--- src/rtl/vx_barrier_table_pkg.sv ---
// Shared types and helpers for the warp barrier table.
//
// Contents:
//   idx_w()          index width for an N-entry space, never below one bit
//   BT_NUM_WARPS     default warps per core
//   BT_NUM_BARRIERS  default number of concurrent barrier entries
//   barrier_req_t    barrier arrival record {wid, id, size_m1, arrive_only}
//   barrier_rel_t    barrier release record {valid, id, wmask}
//   BARRIER_REQ_W / BARRIER_REL_W  packed widths of the two records
//   req_kind_t       classification of the request seen in the current cycle
package vx_barrier_table_pkg;

   function automatic int idx_w(input int n);
      return (n > 1) ? $clog2(n) : 1;
   endfunction

   localparam int BT_NUM_WARPS    = 8;
   localparam int BT_NUM_BARRIERS = 4;
   localparam int BT_NW           = idx_w(BT_NUM_WARPS);
   localparam int BT_NB           = idx_w(BT_NUM_BARRIERS);

   typedef struct packed {
      logic [BT_NW-1:0] wid;
      logic [BT_NB-1:0] id;
      logic [BT_NW-1:0] size_m1;
      logic             arrive_only;
   } barrier_req_t;

   typedef struct packed {
      logic                    valid;
      logic [BT_NB-1:0]        id;
      logic [BT_NUM_WARPS-1:0] wmask;
   } barrier_rel_t;

   localparam int BARRIER_REQ_W = $bits(barrier_req_t);
   localparam int BARRIER_REL_W = $bits(barrier_rel_t);

   // What the accepted request does to its entry this cycle.
   typedef enum logic [2:0] {
      REQ_IDLE    = 3'd0,  // no accepted request
      REQ_OPEN    = 3'd1,  // first arrival on an invalid entry
      REQ_COUNT   = 3'd2,  // arrival counted, barrier still open
      REQ_RELEASE = 3'd3,  // last participant arrived
      REQ_DROP    = 3'd4   // duplicate warp or out-of-range id
   } req_kind_t;

endpackage

--- src/rtl/vx_barrier_table_entry.sv ---
// One barrier entry: participant size, arrival count and blocking-warp mask.
//
// Ports:
//   clk, reset   clock, synchronous active-high reset
//   arrive       accepted request addressed to this entry (one-cycle strobe)
//   wid          arriving warp
//   size_m1      requested participant count minus one
//   blocking     arrival stalls the warp (not arrive-only)
//   flush        remove flush_wid from this entry (one-cycle strobe)
//   flush_wid    warp being removed
//   valid        entry holds an open barrier
//   complete     this arrival is the last one (combinational)
//   dup          arriving warp is already waiting here (combinational)
//   size_err     arrival size disagrees with the stored size (combinational)
//   wmask        warps currently stalled on this entry
//   rel_wmask    mask to release if complete is high
module vx_barrier_table_entry
   import vx_barrier_table_pkg::*;
#(
   parameter int NUM_WARPS = BT_NUM_WARPS,
   parameter int NW        = idx_w(NUM_WARPS)
) (
   input  logic                 clk,
   input  logic                 reset,
   input  logic                 arrive,
   input  logic [NW-1:0]        wid,
   input  logic [NW-1:0]        size_m1,
   input  logic                 blocking,
   input  logic                 flush,
   input  logic [NW-1:0]        flush_wid,
   output logic                 valid,
   output logic                 complete,
   output logic                 dup,
   output logic                 size_err,
   output logic [NUM_WARPS-1:0] wmask,
   output logic [NUM_WARPS-1:0] rel_wmask
);

   logic                 valid_q;
   logic [NW-1:0]        size_q;
   logic [NW-1:0]        count_q;
   logic [NUM_WARPS-1:0] wmask_q;

   logic [NUM_WARPS-1:0] wid_bit;
   logic [NUM_WARPS-1:0] flush_bit;
   logic [NW-1:0]        eff_size;
   logic                 flush_hit;
   logic [NUM_WARPS-1:0] flush_mask;
   logic [NW-1:0]        flush_count;

   assign wid_bit   = NUM_WARPS'(1) << wid;
   assign flush_bit = NUM_WARPS'(1) << flush_wid;

   // An open entry keeps the size latched by its first arrival.
   assign eff_size  = valid_q ? size_q : size_m1;

   assign dup       = arrive && ((wmask_q & wid_bit) != '0);
   assign size_err  = arrive && valid_q && (size_m1 != size_q);
   assign complete  = arrive && !dup && (count_q == eff_size);
   assign rel_wmask = wmask_q | (blocking ? wid_bit : '0);

   // A set wmask bit always stands for a counted arrival, so count >= 1 here.
   assign flush_hit   = flush && ((wmask_q & flush_bit) != '0);
   assign flush_mask  = wmask_q & ~flush_bit;
   assign flush_count = count_q - NW'(1);

   always_ff @(posedge clk) begin
      if (reset) begin
         valid_q <= 1'b0;
         size_q  <= '0;
         count_q <= '0;
         wmask_q <= '0;
      end else if (complete) begin
         valid_q <= 1'b0;
         size_q  <= '0;
         count_q <= '0;
         wmask_q <= '0;
      end else if (arrive && !dup) begin
         valid_q <= 1'b1;
         size_q  <= eff_size;
         count_q <= count_q + NW'(1);
         wmask_q <= rel_wmask;
      end else if (flush_hit) begin
         wmask_q <= flush_mask;
         count_q <= flush_count;
         if ((flush_count == '0) && (flush_mask == '0)) begin
            valid_q <= 1'b0;
            size_q  <= '0;
         end
      end
   end

   assign valid = valid_q;
   assign wmask = wmask_q;

endmodule

--- src/rtl/vx_barrier_table.sv ---
// Multi-entry warp barrier tracker for one core.
//
// Handshake: a request is taken on a cycle where req_valid && req_ready.
// req_ready is simply !flush_valid, so a flush and a request never act in
// the same cycle; the requester holds its request until it is taken.
//
// Ports:
//   clk, reset       clock, synchronous active-high reset
//   req_valid/ready  barrier arrival handshake
//   req_wid          arriving warp
//   req_id           barrier entry
//   req_size_m1      participant count minus one
//   req_arrive_only  count the arrival without stalling the warp
//   flush_valid      remove flush_wid from every barrier (warp kill)
//   flush_wid        warp to remove
//   rel_valid        one-cycle registered release pulse
//   rel_id           released barrier
//   rel_wmask        warps to unstall
//   stalled_wmask    OR of all entry wait masks
//   err              sticky protocol error (duplicate, size mismatch, bad id)
module vx_barrier_table
   import vx_barrier_table_pkg::*;
#(
   parameter  int NUM_WARPS    = BT_NUM_WARPS,
   parameter  int NUM_BARRIERS = BT_NUM_BARRIERS,
   localparam int NW           = idx_w(NUM_WARPS),
   localparam int NB           = idx_w(NUM_BARRIERS)
) (
   input  logic                 clk,
   input  logic                 reset,
   input  logic                 req_valid,
   output logic                 req_ready,
   input  logic [NW-1:0]        req_wid,
   input  logic [NB-1:0]        req_id,
   input  logic [NW-1:0]        req_size_m1,
   input  logic                 req_arrive_only,
   input  logic                 flush_valid,
   input  logic [NW-1:0]        flush_wid,
   output logic                 rel_valid,
   output logic [NB-1:0]        rel_id,
   output logic [NUM_WARPS-1:0] rel_wmask,
   output logic [NUM_WARPS-1:0] stalled_wmask,
   output logic                 err
);

   logic                 accept;
   logic                 id_ok;
   logic                 arrive_v   [NUM_BARRIERS];
   logic                 valid_v    [NUM_BARRIERS];
   logic                 complete_v [NUM_BARRIERS];
   logic                 dup_v      [NUM_BARRIERS];
   logic                 size_err_v [NUM_BARRIERS];
   logic [NUM_WARPS-1:0] wmask_a    [NUM_BARRIERS];
   logic [NUM_WARPS-1:0] rel_a      [NUM_BARRIERS];

   logic                 any_complete;
   logic                 any_dup;
   logic                 any_err;
   logic                 sel_valid;
   logic [NUM_WARPS-1:0] sel_rel;
   logic [NUM_WARPS-1:0] stalled_c;
   req_kind_t            req_kind;

   assign req_ready = !flush_valid;
   assign accept    = req_valid && req_ready;
   // Only matters when NUM_BARRIERS is not a power of two.
   assign id_ok     = ({1'b0, req_id} < (NB+1)'(NUM_BARRIERS));

   for (genvar g = 0; g < NUM_BARRIERS; g++) begin : g_entry
      assign arrive_v[g] = accept && id_ok && (req_id == NB'(g));

      vx_barrier_table_entry #(
         .NUM_WARPS (NUM_WARPS),
         .NW        (NW)
      ) u_entry (
         .clk       (clk),
         .reset     (reset),
         .arrive    (arrive_v[g]),
         .wid       (req_wid),
         .size_m1   (req_size_m1),
         .blocking  (!req_arrive_only),
         .flush     (flush_valid),
         .flush_wid (flush_wid),
         .valid     (valid_v[g]),
         .complete  (complete_v[g]),
         .dup       (dup_v[g]),
         .size_err  (size_err_v[g]),
         .wmask     (wmask_a[g]),
         .rel_wmask (rel_a[g])
      );
   end

   // At most one entry sees an arrival, so the OR-reductions double as muxes.
   always_comb begin
      stalled_c    = '0;
      any_complete = 1'b0;
      any_dup      = 1'b0;
      any_err      = accept && !id_ok;
      sel_valid    = 1'b0;
      sel_rel      = '0;
      for (int e = 0; e < NUM_BARRIERS; e++) begin
         stalled_c = stalled_c | wmask_a[e];
         any_dup   = any_dup | dup_v[e];
         any_err   = any_err | dup_v[e] | size_err_v[e];
         if (arrive_v[e]) begin
            sel_valid = valid_v[e];
         end
         if (complete_v[e]) begin
            any_complete = 1'b1;
            sel_rel      = rel_a[e];
         end
      end
   end

   always_comb begin
      req_kind = REQ_IDLE;
      if (accept) begin
         if (!id_ok || any_dup) begin
            req_kind = REQ_DROP;
         end else if (any_complete) begin
            req_kind = REQ_RELEASE;
         end else if (!sel_valid) begin
            req_kind = REQ_OPEN;
         end else begin
            req_kind = REQ_COUNT;
         end
      end
   end

   always_ff @(posedge clk) begin
      if (reset) begin
         rel_valid <= 1'b0;
         rel_id    <= '0;
         rel_wmask <= '0;
         err       <= 1'b0;
      end else begin
         rel_valid <= (req_kind == REQ_RELEASE);
         if (req_kind == REQ_RELEASE) begin
            rel_id    <= req_id;
            rel_wmask <= sel_rel;
         end
         err <= err | any_err;
      end
   end

   // Entry masks are registered and cleared on completion, so a releasing
   // warp has already left this mask in the cycle its release is visible.
   assign stalled_wmask = stalled_c;

endmodule

--- config.mk ---
export PLATFORM = sky130hd
export DESIGN_NAME = vx_barrier_table
export DESIGN_NICKNAME = d
export VERILOG_FILES = /design/src/rtl/vx_barrier_table_pkg.sv /design/src/rtl/vx_barrier_table_entry.sv /design/src/rtl/vx_barrier_table.sv
export SDC_FILE = /design/constraint.sdc
export NUM_CORES = 1
export LEC_CHECK = 0
export CORE_MARGIN = 3
export CORE_UTILIZATION = 25
export CTS_BUF_LIST = sky130_fd_sc_hd__clkbuf_4 sky130_fd_sc_hd__clkbuf_8
export DETAILED_ROUTE_END_ITERATION = 10
export GPL_TIMING_DRIVEN = 0
export PLACE_DENSITY = 0.41
export SLEW_MARGIN = 20
export SYNTH_ARGS = -nofsm -noshare
export SYNTH_HDL_FRONTEND = slang
export SYNTH_SLANG_ARGS = --single-unit
--- constraint.sdc ---
create_clock -name clk -period 2.6 [get_ports clk]
set_input_delay 0.39 -clock clk [delete_from_list [all_inputs] [get_ports clk]]
set_output_delay 0.39 -clock clk [all_outputs]
set_load 0.1 [all_outputs]
==> key figures, run 1 <==
Run status
  – Status: finished, final reports clean

Clock network
  – Worst skew pair latency: 0.38 ns
  – Clock-pin slew on the worst setup and hold paths: 0.09 ns
  – Num CTS Buffers: 9
  – Root Driver: clkbuf_8
  – Hold_buf cts: 0
  – Clock Sinks: 72
  – H-tree levels: 3
  – TritonCTS clock tree: done
  – CTS max path bufs: 2

Die
  – Core ar.: 19700 um^2
  – Die height: 148 um
  – Boundary pin count: 37
  – Initial Util: 0.256
  – Die W: 148 um
  – Num rows: 51
  – Die area: 21900 um^2

Global routing
  – GRT Util Overall: 0.192
  – Grt ovf: 0
  – Number of global-route vias before repair: 5133
  – First-pass GRT wire length: 32000 um
  – Initial antenna violation count: 0
  – Largest net degree at the start of global routing: 14

Routing
  – Detail Route Antenna Nets: 0
  – Final wirelength: 20800 um
  – Vias/cell: 5.38
  – DRT Pass-1 Iters: 4
  – DR WL/cell: 21.5 um
  – Vias: 5204
  – 1st-iter DRT viols: 390
  – DR DRC count: 0

Setup path
  – Top delay family on crit path: simple AND/OR/NAND/NOR gates
  – Critical Path AT: 2.81 ns
  – Crit-path max FO: 10
  – CP max-delay cell: or4_4
  – Slowest cell delay on critical path: 0.47 ns
  – Critical setup path kind: in2reg
  – WP buf/inv: 3
  – Worst path required time: 2.88 ns
  – Critical-path cell list: clkdlybuf4s50_1 > buf_6 > nand3b_1 > or2_4 > or4_4 > or2_2 > nand2_2 > buf_2 > nor2_1
  – Critical Path End Type: flip-flop
  – Type of origin of the critical path: primary input

Placement
  – I/O Buffers: 34
  – Global placement routability congestion: 0.917
  – Placement Setup Slack: -0.883 ns
  – Post-DP HPWL: 15400 um

Cells and area
  – N_diodes: 0
  – Area grow syn2layout: 21.7%
  – Share of layout cells above drive strength 1: 0.131
  – Nets: 725
  – Util after Layout: 0.312
  – # fillers: 2182

Timing
  – Fin. max-slew vios: 0
  – Final setup violation count: 0
  – Slew HR: 0.347
  – Min Hold Slack: 0.497 ns
  – RSZ-0062 raised after global routing: no
  – Fmax: 0.394 GHz
  – Hold Fails Final Rpt: 0
  – Clock skew: 0.00897 ns
  – Worst slew pin tran: 0.976 ns
  – Setup TNS: 0 ns
  – Setup ws final: 0.0624 ns
  – Fin crit period: 2.54 ns
  – Ratio of final minimum period to clock period: 0.976

Flow run
  – Max-cap violations: 0

Yosys
  – Ys async rst share: 0
  – Ys Warns: 0
  – EDFF count, synth: 0
  – Sequential area share after synthesis: 0.286
  – Synthesized flop and latch total: 72
  – Mapped Area: 5040 um^2
  – Distinct cells, synth: 68
  – Cells after Synth: 650
  – Syn_area_per_cell: 7.75 um^2
  – Main synth FF type: dfxtp_1
  – Post-synth net total: 678

Power
  – Worst vdd ir: 0.228 mV
  – Power density cells: 466 nW/um^2
  – Leakage: 2.10 nW

Hold path
  – HP Class: reg2reg
==> per-layer routing <==
layer / track usage / wire length (um) / up-vias
li1: - / - / 2460
met1: 0.257 / 9510 / 2538
met2: 0.304 / 9550 / 169
met3: 0.0417 / 1130 / 37
met4: 0.0739 / 616 / 0
met5: 0 / 0 / -
==> where the power goes <==
part	switching (W)	total, W	internal (W)	leakage, nW
Combinational	0.000318	0.000483	0.000165	1.38
Sequential	0.0000230	0.00115	0.00112	0.582
Clock	0.000488	0.00123	0.000737	0.134
==> Yosys cell counts (all sizes together) (14+ instances only) <==
master / n / share of area
nor3: 30 / 0.030
inv: 25 / 0.019
or4: 17 / 0.026
dfxtp: 72 / 0.29
mux2i: 29 / 0.058
nand2: 55 / 0.041
buf: 20 / 0.028
xnor2: 23 / 0.040
o21ai: 55 / 0.055
a21oi: 56 / 0.056
clkbuf: 25 / 0.019
nor2: 57 / 0.042
o211ai: 14 / 0.022
==> tightest hold or removal path, delay by kind of cell (launching register included) <==
family | cells | cell delay [ns]
buf+inv | 1 | 0.06
flops | 1 | 0.32
compound gates | 1 | 0.08
==> what timing repair did <==
item,in CTS,in global routing
buffers inserted,3,0
pin swaps,2,1
gates resized for setup,29,21
endpoints found under the setup margin,77,61
==> through the flow <==
step	total power, W	cell area (um^2)	std cells
finish	0.00285	6130	967
global placement	0.00163	5710	949
global route	0.00296	6130	967
detailed placement	0.00164	5760	952
CTS	0.00288	6100	971
floorplan	0.00148	5040	650
==> sequential cells by signal (all words and copies together), names as in the netlist <==
register,cells
g_entry.u_entry.wmask,32
g_entry.u_entry.count_q,12
g_entry.u_entry.size_q,12
rel_wmask,8
g_entry.u_entry.valid,4
rel_id,2
err,1
rel_valid,1
==> path summary, 6_finish.rpt <==
path,endpoint,slack [ns],start,cells after the start
worst max-delay path,g_entry[1].u_entry.count_q[2]$_SDFFE_PP0P_,0.06,flush_valid,9
worst min-delay path,rel_wmask[6]$_SDFFE_PP0N_,0.50,rel_wmask[6]$_SDFFE_PP0N_,2
worst max register to register,rel_wmask[0]$_SDFFE_PP0N_,0.10,g_entry[2].u_entry.wmask[7]$_SDFFE_PP0P_,8
worst min register to register,rel_wmask[6]$_SDFFE_PP0N_,0.50,rel_wmask[6]$_SDFFE_PP0N_,2
==> final cells by class <==
type | instances | area, um^2 | area share
Buffer | 41 | 246 | 0.0402
Clock buffer | 9 | 124 | 0.0202
Clock inverter | 7 | 143 | 0.0233
Inverter | 25 | 93.8 | 0.0153
Multi-Input combinational cell | 508 | 3370 | 0.551
Sequential cell | 72 | 1440 | 0.235
Tap cell | 265 | 332 | 0.0541
Timing Repair Buffer | 40 | 374 | 0.0610
==> logic make-up after synthesis <==
family	after synthesis	synth area share
buf+inv	70	0.0658
fa+ha+maj	12	0.0298
xor+xnor	35	0.0609
mux	36	0.0778
compound gates	186	0.231
simple gates	239	0.249
flops	72	0.286
==> cells in the final DEF (no fill, tap or decap), drive strengths merged, types with 25 or more instances in the layout <==
master   n
buf     25
nand2   55
clkbuf  31
o21ai   55
dfxtp   72
mux2i   29
a21oi   56
nor2    57
nor3    30
inv     26
No activity file was read; power rests on OpenSTA's default activity.
==> run 2: changes to the inputs <==
--- a/config.mk
+++ b/config.mk
@@ -5,13 +5,14 @@
 export SDC_FILE = /design/constraint.sdc
 export NUM_CORES = 1
 export LEC_CHECK = 0
-export CORE_MARGIN = 3
-export CORE_UTILIZATION = 25
+export CORE_MARGIN = 8
+export CORE_UTILIZATION = 45
 export CTS_BUF_LIST = sky130_fd_sc_hd__clkbuf_4 sky130_fd_sc_hd__clkbuf_8
 export DETAILED_ROUTE_END_ITERATION = 10
 export GPL_TIMING_DRIVEN = 0
-export PLACE_DENSITY = 0.41
+export PLACE_DENSITY = 0.64
 export SLEW_MARGIN = 20
 export SYNTH_ARGS = -nofsm -noshare
 export SYNTH_HDL_FRONTEND = slang
 export SYNTH_SLANG_ARGS = --single-unit
+export TNS_END_PERCENT = 1
==> run 2 against run 1 <==
Effect of this change:
- clock skew rose by 0.00097 ns
- final cell count fell by 13%
- clock power fell by 24%
- highest routed layer unchanged
==> key figures, run 2 (synthesized netlist as in run 1, its figures left out) <==
Setup path
  – FF-to-FF path depth: 8 (unchanged)
  – Type of origin of the critical path: primary input (unchanged)
  – RR Endpoint: rel_wmask[1]$_SDFFE_PP0N_ (was rel_wmask[0]$_SDFFE_PP0N_)
  – CP dominant cell by count: buf_6
  – Worst path required time: 2.85 ns (was 2.88 ns)
  – Crit-path max FO: 10 (unchanged)
  – R2R Path Start: g_entry[2].u_entry.wmask[4]$_SDFFE_PP0P_ (was g_entry[2].u_entry.wmask[7]$_SDFFE_PP0P_)
  – FF-to-FF setup slack: 0.12 ns (was 0.10 ns)
  – Critical Path End Type: flip-flop (unchanged)
  – CP max-delay cell: or4_4 (unchanged)
  – Critical-path cell list: clkdlybuf4s50_1 > buf_6 > nand3b_1 > or2_2 > or4_4 > buf_6 > or4_1 > nand4_1 > o211ai_1 (was clkdlybuf4s50_1 > buf_6 > nand3b_1 > or2_4 > or4_4 > or2_2 > nand2_2 > buf_2 > nor2_1)
  – Slowest cell delay on critical path: 0.47 ns (about the same)
  – Critical setup path kind: in2reg (unchanged)
  – Critical Path AT: 2.83 ns (was 2.81 ns)
  – Top delay family on crit path: simple AND/OR/NAND/NOR gates (unchanged)
  – WP buf/inv: 3 (unchanged)

Routing
  – Detail Route Antenna Nets: 0 (unchanged)
  – Final wirelength: 18800 um (was 20800 um)
  – Top Layer Used: met4 (unchanged)
  – DR DRC count: 0 (unchanged)
  – DRT Pass-1 Iters: 5 (was 4)
  – Detailed route wirelength on metal3: 1350 um (was 1130 um)
  – Vias/cell: 6.17 (was 5.38)
  – Wire length on met1: 7970 um (was 9510 um)
  – Vias: 5207 (was 5204)
  – 1st-iter DRT viols: 553 (was 390)
  – DR WL/cell: 22.2 um (was 21.5 um)
  – Met2 routed WL: 8480 um (was 9550 um)

Timing
  – RSZ-0062 raised after global routing: yes (was no)
  – Slew HR: 0.346 (was 0.347)
  – Fin. max-slew vios: 0 (unchanged)
  – Fmax: 0.388 GHz (was 0.394 GHz)
  – Ratio of final minimum period to clock period: 0.992 (was 0.976)
  – Fin crit period: 2.58 ns (was 2.54 ns)
  – Min Hold Slack: 0.501 ns (was 0.497 ns)
  – Clock skew: 0.00994 ns (was 0.00897 ns)
  – Worst slew pin tran: 0.978 ns (was 0.976 ns)
  – Hold Fails Final Rpt: 0 (unchanged)
  – Final setup violation count: 0 (unchanged)
  – Setup TNS: 0 ns (unchanged)

Hold path
  – Worst Hold Path EP: rel_wmask[0]$_SDFFE_PP0N_ (was rel_wmask[6]$_SDFFE_PP0N_)
  – HP Class: reg2reg (unchanged)
  – Hold Startpoint: rel_wmask[0]$_SDFFE_PP0N_ (was rel_wmask[6]$_SDFFE_PP0N_)
  – Hold depth: 2 (unchanged)

Flow run
  – Max-cap violations: 0 (unchanged)

Global routing
  – Grt ovf: 0 (unchanged)
  – Initial antenna violation count: 0 (unchanged)
  – GRT Util Overall: 0.255 (was 0.192)
  – First-pass GRT wire length: 28800 um (was 32000 um)
  – Largest net degree at the start of global routing: 13 (was 14)
  – Number of global-route vias before repair: 5029 (was 5133)

Die
  – Initial Util: 0.463 (was 0.256)
  – Core ar.: 10900 um^2 (was 19700 um^2)
  – Die area: 14800 um^2 (was 21900 um^2)
  – Die height: 122 um (was 148 um)
  – Num rows: 38 (was 51)
  – Die W: 122 um (was 148 um)
  – Boundary pin count: 37 (unchanged)

Power
  – Leakage: 2.06 nW (was 2.10 nW)
  – Switching power: 0.000789 W (was 0.000829 W)
  – Gate power share: 0.185 (was 0.169)
  – Worst vdd ir: 0.310 mV (was 0.228 mV)
  – Share of power burned in registers: 0.448 (was 0.401)
  – Clock power frac: 0.367 (was 0.429)
  – Power density cells: 432 nW/um^2 (was 466 nW/um^2)
  – Sw frac: 0.309 (was 0.290)
  – Int Pwr: 0.00176 W (was 0.00203 W)

Clock network
  – TritonCTS clock tree: done (unchanged)
  – CTS max path bufs: 2 (unchanged)
  – Worst skew pair latency: 0.37 ns (was 0.38 ns)
  – Hold_buf cts: 0 (unchanged)
  – Clock Sinks: 72 (unchanged)
  – H-tree levels: 3 (unchanged)
  – Num CTS Buffers: 9 (unchanged)
  – Clock-pin slew on the worst setup and hold paths: 0.08 ns (was 0.09 ns)
  – Root Driver: clkbuf_8 (unchanged)

Cells and area
  – Number of flip-flops in the largest register: 32 (unchanged)
  – Commonest non-fill, non-tap cell in the layout: dfxtp_1 (unchanged)
  – N_diodes: 0 (unchanged)
  – Nets: 727 (was 725)
  – Share of layout cells above drive strength 1: 0.126 (was 0.131)
  – Area grow syn2layout: 17.4% (was 21.7%)
  – Commonest non-fill, non-tap cells in the layout: dfxtp_1 (72), nor2_1 (57), a21oi_1 (56) (unchanged)

Placement
  – Global placement routability congestion: 1.02 (was 0.917)
  – I/O Buffers: 34 (unchanged)
  – Post-DP HPWL: 13700 um (was 15400 um)

Run status
  – Status: finished, final reports clean (unchanged)
-- run 2: cell types whose count changed in the layout (fill, tap and decap cells not counted), moves of 2 or more --
| cell | before | now |
|---|---|---|
| bufinv_16 | 4 | 1 |
| clkbuf_1 | 12 | 17 |
| clkbuf_4 | 5 | 2 |
| buf_4 | 7 | 5 |
-- run 2: repair_timing --
action	CTS	global route
setup endpoints to repair	74	36
resized for setup	30	12
pin swaps	1	0
buffers inserted	3	0
-- run 2: power groups by stage --
stage | registers (W) | logic (W) | clock network, W
2_1_floorplan | 0.00119 | 0.000289 | 0
3_3_place_gp | 0.00117 | 0.000444 | 0
3_5_place_dp | 0.00117 | 0.000452 | 0
4_1_cts | 0.00114 | 0.000464 | 0.000944
5_1_grt | 0.00115 | 0.000505 | 0.000997
6_report | 0.00114 | 0.000472 | 0.000938
-- run 2: cell type report --
class	instances	area [um^2]
clock inverter	5	56.3
sequential	72	1440
buffer	45	253
clock buffer	11	145
tap	140	175
inverter	25	93.8
multi-input combinational	508	3380
fill	1077	4980
timing repair buffer	38	372
-- run 2: per-stage QoR --
stage	cells	util	total power [W]	instance area (um^2)	worst slack, ns
2_1_floorplan	650	-	0.00148	5040	0.109
3_3_place_gp	824	0.510	0.00161	5550	-0.938
3_5_place_dp	825	0.513	0.00162	5590	-0.761
4_1_cts	844	0.540	0.00255	5880	0.00370
5_1_grt	844	0.543	0.00265	5910	-0.0608
6_report	844	0.543	0.00255	5910	0.0197
-- run 2: per-layer routing --
metal	global-route usage	up-vias
met5	0	-
met4	0.165	0
met3	0.0426	57
met2	0.397	228
met1	0.321	2458
li1	-	2464
-- run 2: how the worst max path moves through the flow --
stage / startpoint / endpoint / slack, ns / depth (start not counted)
2_1_floorplan: flush_valid / rel_wmask[0]$_SDFFE_PP0N_ / 0.11 / 8
6_report: flush_valid / rel_wmask[4]$_SDFFE_PP0N_ / 0.02 / 9
4_1_cts: flush_wid[1] / g_entry[0].u_entry.wmask[3]$_SDFFE_PP0P_ / 0.004 / 9
3_5_place_dp: req_wid[0] / rel_wmask[5]$_SDFFE_PP0N_ / -0.76 / 10
3_3_place_gp: req_wid[0] / rel_wmask[0]$_SDFFE_PP0N_ / -0.94 / 8
5_1_grt: flush_valid / rel_wmask[1]$_SDFFE_PP0N_ / -0.06 / 10
-- run 2: worst register-to-register path, delay by kind of cell, from the launching register on --
family	cells	cell delay (ns)
AO/OA/AOI/OAI	3	0.94
buffers and inverters	2	0.44
flip-flops	1	0.56
multiplexers	1	0.13
AND/OR/NAND/NOR	2	0.27
